$ cat src/rtl/seq_bin2bcd_dd.sv
// Iterative double-dabble binary-to-BCD converter: one add-3/shift step per clock, BIN_W steps per result.
// Optional feature macro: DD_SIGNED_EN (two's-complement operand, adds the sign output).
module seq_bin2bcd_dd #(
    parameter int BIN_W      = 8,
    parameter int BCD_DIGITS = 3
) (
    input  logic                    clk,
    input  logic                    rst_n,
    input  logic                    start,
    input  logic [BIN_W-1:0]        bin_in,
    output logic                    busy,
    output logic                    done,
    output logic [4*BCD_DIGITS-1:0] bcd_out,
    output logic                    overflow
`ifdef DD_SIGNED_EN
    ,
    output logic                    sign
`endif
);

    localparam int BCD_W = 4 * BCD_DIGITS;
    localparam int SR_W  = BCD_W + BIN_W;
    localparam int CNT_W = (BIN_W + 1 > 1) ? $clog2(BIN_W + 1) : 1;
    localparam logic [CNT_W-1:0] LAST_STEP = CNT_W'(BIN_W - 1);

    typedef enum logic {
        IDLE = 1'b0,
        RUN  = 1'b1
    } state_t;

    state_t             state_reg;
    state_t             state_next;
    logic [BIN_W-1:0]   bin_reg;
    logic [BCD_W-1:0]   digit_reg;
    logic               ovf_sticky_reg;
    logic [CNT_W-1:0]   count_reg;

    logic               accept;
    logic               last_step;
    logic [BIN_W-1:0]   operand;
    logic [BCD_W-1:0]   digit_adj;
    logic [SR_W-1:0]    shift_next;
    logic               bit_out;

`ifdef DD_SIGNED_EN
    logic               sign_pend_reg;
    logic               operand_neg;

    // Magnitude stays BIN_W bits unsigned, so the most negative value maps to 2^(BIN_W-1).
    assign operand_neg = bin_in[BIN_W-1];
    assign operand     = operand_neg ? (~bin_in + BIN_W'(1)) : bin_in;
`else
    assign operand     = bin_in;
`endif

    assign accept    = (state_reg == IDLE) && start;
    assign last_step = (state_reg == RUN) && (count_reg == LAST_STEP);
    assign busy      = (state_reg == RUN);

    // Per-digit add-3 correction; no carry propagates between digits.
    generate
        for (genvar gi = 0; gi < BCD_DIGITS; gi++) begin : g_digit
            assign digit_adj[4*gi +: 4] = (digit_reg[4*gi +: 4] >= 4'd5)
                                          ? (digit_reg[4*gi +: 4] + 4'd3)
                                          : digit_reg[4*gi +: 4];
        end
    endgenerate

    assign bit_out    = digit_adj[BCD_W-1];
    assign shift_next = {digit_adj[BCD_W-2:0], bin_reg, 1'b0};

    always_ff @(posedge clk or negedge rst_n) begin
        if (!rst_n) begin
            state_reg <= IDLE;
        end else begin
            state_reg <= state_next;
        end
    end

    always_comb begin
        state_next = state_reg;
        case (state_reg)
            IDLE: begin
                if (start) begin
                    state_next = RUN;
                end
            end
            RUN: begin
                if (count_reg == LAST_STEP) begin
                    state_next = IDLE;
                end
            end
            default: state_next = IDLE;
        endcase
    end

    always_ff @(posedge clk or negedge rst_n) begin
        if (!rst_n) begin
            bin_reg        <= '0;
            digit_reg      <= '0;
            ovf_sticky_reg <= 1'b0;
            count_reg      <= '0;
            done           <= 1'b0;
            bcd_out        <= '0;
            overflow       <= 1'b0;
`ifdef DD_SIGNED_EN
            sign_pend_reg  <= 1'b0;
            sign           <= 1'b0;
`endif
        end else begin
            done <= 1'b0;
            if (accept) begin
                bin_reg        <= operand;
                digit_reg      <= '0;
                ovf_sticky_reg <= 1'b0;
                count_reg      <= '0;
`ifdef DD_SIGNED_EN
                sign_pend_reg  <= operand_neg;
`endif
            end else if (state_reg == RUN) begin
                digit_reg      <= shift_next[SR_W-1:BIN_W];
                bin_reg        <= shift_next[BIN_W-1:0];
                ovf_sticky_reg <= ovf_sticky_reg | bit_out;
                count_reg      <= count_reg + CNT_W'(1);
                if (last_step) begin
                    // Publish including the bit shifted out on this final step.
                    bcd_out  <= shift_next[SR_W-1:BIN_W];
                    overflow <= ovf_sticky_reg | bit_out;
                    done     <= 1'b1;
`ifdef DD_SIGNED_EN
                    sign     <= sign_pend_reg;
`endif
                end
            end
        end
    end

endmodule
$ cat config.mk
export PLATFORM = sky130hd
export DESIGN_NAME = seq_bin2bcd_dd
export DESIGN_NICKNAME = d
export VERILOG_FILES = /design/src/rtl/seq_bin2bcd_dd.sv
export SDC_FILE = /design/constraint.sdc
export NUM_CORES = 1
export LEC_CHECK = 0
export ABC_AREA = 0
export CAP_MARGIN = 20
export CORE_UTILIZATION = 50
export CTS_BUF_LIST = sky130_fd_sc_hd__clkbuf_2
export CTS_CLUSTER_DIAMETER = 100
export CTS_CLUSTER_SIZE = 40
export DETAILED_ROUTE_END_ITERATION = 7
export GPL_TIMING_DRIVEN = 0
export PLACE_DENSITY = 0.82
export SLEW_MARGIN = 20
export SYNTH_ARGS = -nofsm -noshare
export SYNTH_HDL_FRONTEND = slang
export SYNTH_SLANG_ARGS = --single-unit
$ cat constraint.sdc
create_clock -name clk -period 1.57 [get_ports clk]
set_clock_uncertainty 0.2 [all_clocks]
set_input_delay 0.314 -clock clk [delete_from_list [all_inputs] [get_ports clk]]
set_output_delay 0.314 -clock clk [all_outputs]
set_load 0.01 [all_outputs]
==> results by group <==
Outcome
  – Status: complete, but fails checks
  – Failing checks: setup timing

Layout
  – Fin cells: about 280
  – Design Area, Final: 2480 sq um
  – P&R area growth vs syn: 34.4%
  – Nets@finish: between 200 and 300
  – Share of layout cells above drive strength 1: 37.3%
  – # diodes: 0
  – Fillers: 235

Synthesis
  – Cell Area, Synth: approximately 1800 sq um
  – Number of synthesized flops with an enable pin: 0
  – Yosys reg bits: 40
  – Synthesized net count: between 150 and 200
  – Synth top area share: between 50% and 60%
  – Syn Inst Count: about 180
  – Distinct cells, synth: 31
  – Prevailing post-synth register cell: dfrtp_1
  – YS warnings: 0
  – Avg Cell Area, Syn: just over 10 sq um
  – Synth top area cells: dfrtp_1, o21ai_0, nand2_1
  – Sequential element share of the synthesized area: a little over half
  – Asr flop ratio synth: 100%
  – Yosys top cell by area: dfrtp_1

GRT
  – Vias in the first global route: 1449
  – First-pass GRT wire length: 6670 microns
  – Pin count of the biggest net entering global routing: 22
  – Grt ovf: 0
  – All-Layer GR Usage: 22.5%
  – Initial antenna violation count: 0

Detailed routing
  – WL/cell: ~16 microns
  – Drt pass-1 iters: 4
  – ANT nets after route: 0
  – Vias: between 1500 and 2000
  – Initial drt markers: 78
  – Detailed Route WL: 4360 microns
  – Avg Vias per Cell: between 5 and 6
  – DRC errors left: 0

Critical path
  – Crit path max fanout: 3
  – Critical path origin: digit_reg[1]$_DFFE_PN0P_
  – Critical path, cell by cell: inv_2 -> ha_4 -> nand2b_4 -> a21oi_4 -> mux2i_2 -> mux2_4
  – Worst reg2reg path endpoint: bcd_out[2]$_DFFE_PN0P_
  – R2R depth: 6
  – Worst EP required: between 1.5 and 2 ns
  – Max incr delay on CP: between 0.4 and 0.5 ns
  – Crit path buffers/inverters: 1
  – Crit-path leading delay family: multiplexers
  – R2R Path Start: digit_reg[1]$_DFFE_PN0P_
  – CP Class: flop to flop
  – Crit end category: flop
  – Worst EP arrival: between 1.5 and 2 ns
  – Register-to-Register Setup Slack: -0.17 ns
  – Slowest stage cell on the critical path: dfrtp_1
  – WP depth: 6
  – Crit path launch type: flop

STA
  – Highest Clock Rate: about 0.57 GHz
  – Period utilization: 111%
  – Slew Viols, Final: 0
  – Setup violations, final: 10
  – RSZ-0062 raised after global routing: true
  – Final TNS setup: -0.883 ns
  – Final hold violations: 0
  – Relative slew slack: around 68%
  – Period minus WS final: around 1.7 ns
  – Least-Margin Pin Slew: 0.487 ns
  – Final worst slack: -0.173 ns

Floorplanning
  – Num rows: 21
  – Die width: 62.8 microns
  – Ports: 26
  – Initial Util: between 50% and 60%
  – Die area: 3940 sq um
  – Die Span Y: ~63 microns
  – Core area: between 3000 and 4000 sq um

Worst hold path
  – HP Class: input port to asynchronous set/reset pin

Placed design
  – Dpl cells: 251
  – DP Area: about 2200 sq um
  – GPL Wtd Cong: a little under 0.8
  – Post-DP HPWL: approximately 2700 microns
  – Pre-CTS setup slack: -0.279 ns
  – Port bufs: 25

CTS
  – Clk buf depth: 2
  – Clock transition at the registers of the reported paths: ~0.20 ns
  – Clock Root Buffer: clkbuf_2
  – Clk_lat worst skew: ~0.41 ns
  – H-tree depth: 2
  – Sink Count: 40
  – CTS tree: yes
  – Num CTS Buffers: 5

Power
  – PwrDens: 2120 nW/um^2
  – Total power: about 5.3 mW
  – P_leak: roughly 1.2 nW
  – Worst vdd ir: between 0.0008 and 0.0009 V

Flow run
  – Max Cap Violations: 0
## layout by cell type (no fill, tap or decap), types with 2 or more instances in the layout
cell	count
buf_4	19
inv_1	2
ha_4	5
o21ai_0	18
o21ai_2	3
a21oi_4	3
a21oi_1	6
nand2_1	31
mux2i_1	8
buf_2	10
nand3_1	2
dfrtp_1	38
xnor2_2	2
mux2_4	4
xnor2_1	2
nor2_1	4
dfrtp_2	2
clkbuf_2	19
nor3b_1	4
a21o_1	2
nand2b_4	3
clkdlybuf4s50_1	9
o21ai_1	9
a22o_1	2
inv_2	7
## power by group
group          leakage [nW]  switching [mW]  total [mW]  internal [mW]
combinational         0.631            1.43        2.93           1.49
sequential            0.503           0.408        1.89           1.48
clock                0.0306           0.326       0.445          0.119
## stage by stage
stage	hold WS [ns]	util (%)
after floorplan	-0.182	-
after global placement	0.262	64.1
after detailed placement	0.0984	64.8
after CTS	0.182	69.7
after global routing	0.187	72.1
final	0.155	72.1
## Yosys cell counts, types with 2 or more instances
library cell   n
ha_1           7
mux2_4         2
buf_2          5
dfrtp_1       40
a22o_1         2
a21oi_1        6
clkbuf_1       2
nand2_1       31
o21ai_0       28
nand2b_1       3
a21oi_2        3
o21ai_1        3
mux2i_1        9
inv_1          8
nand3_1        2
nor2_1         5
nor3b_1        5
a21o_1         2
xnor2_1        4
## kinds of logic after synthesis
logic type / after synthesis / share of synthesized area (%)
flip-flops: 40 / 54.2
AND/OR/NAND/NOR: 50 / 12.7
XOR/XNOR: 5 / 2.37
AO/OA/AOI/OAI: 47 / 14.5
multiplexers: 13 / 7.72
buffers and inverters: 17 / 3.79
adder cells (fa/ha/maj): 7 / 4.74
## cell type report
class	count	area, sq um	share of cell area [%]
inverters	9	33.8	1.36
plain buffers	8	41.3	1.66
well taps	46	57.6	2.32
clock buffers	7	35.0	1.41
multi-input cells	122	953	38.4
repair buffers	46	354	14.3
clock inverters	1	3.75	0.151
flip-flops and latches	40	1000	40.4
## per-layer routing
metal | global-route usage (%) | vias to the layer above | part of all wire (%)
li1 | - | 714 | -
met1 | 25.7 | 743 | 41
met2 | 39.4 | 39 | 53
met3 | 4.93 | 12 | 3.8
met4 | 11.3 | 0 | 2.4
met5 | 0 | - | 0
## worst max path at each step
stage / endpoint / slack, ns
floorplan: bcd_out[2]$_DFFE_PN0P_ / 0.008
global placement: bin_reg[0]$_DFFE_PN0P_ / -0.91
detailed placement: bin_reg[2]$_DFFE_PN0P_ / -0.28
CTS: bcd_out[6]$_DFFE_PN0P_ / -0.08
global route: bcd_out[2]$_DFFE_PN0P_ / -0.19
finish: bcd_out[2]$_DFFE_PN0P_ / -0.17
## timing repair
| item | in CTS | in global routing |
|---|---|---|
| pin swaps | 8 | 4 |
| hold endpoints to repair | 31 | 0 |
| buffers inserted | 8 | 11 |
| gates resized for setup | 56 | 32 |
| hold buffers | 1 | 0 |
| setup endpoints to repair | 27 | 37 |
No activity file was read; power rests on OpenSTA's default activity.
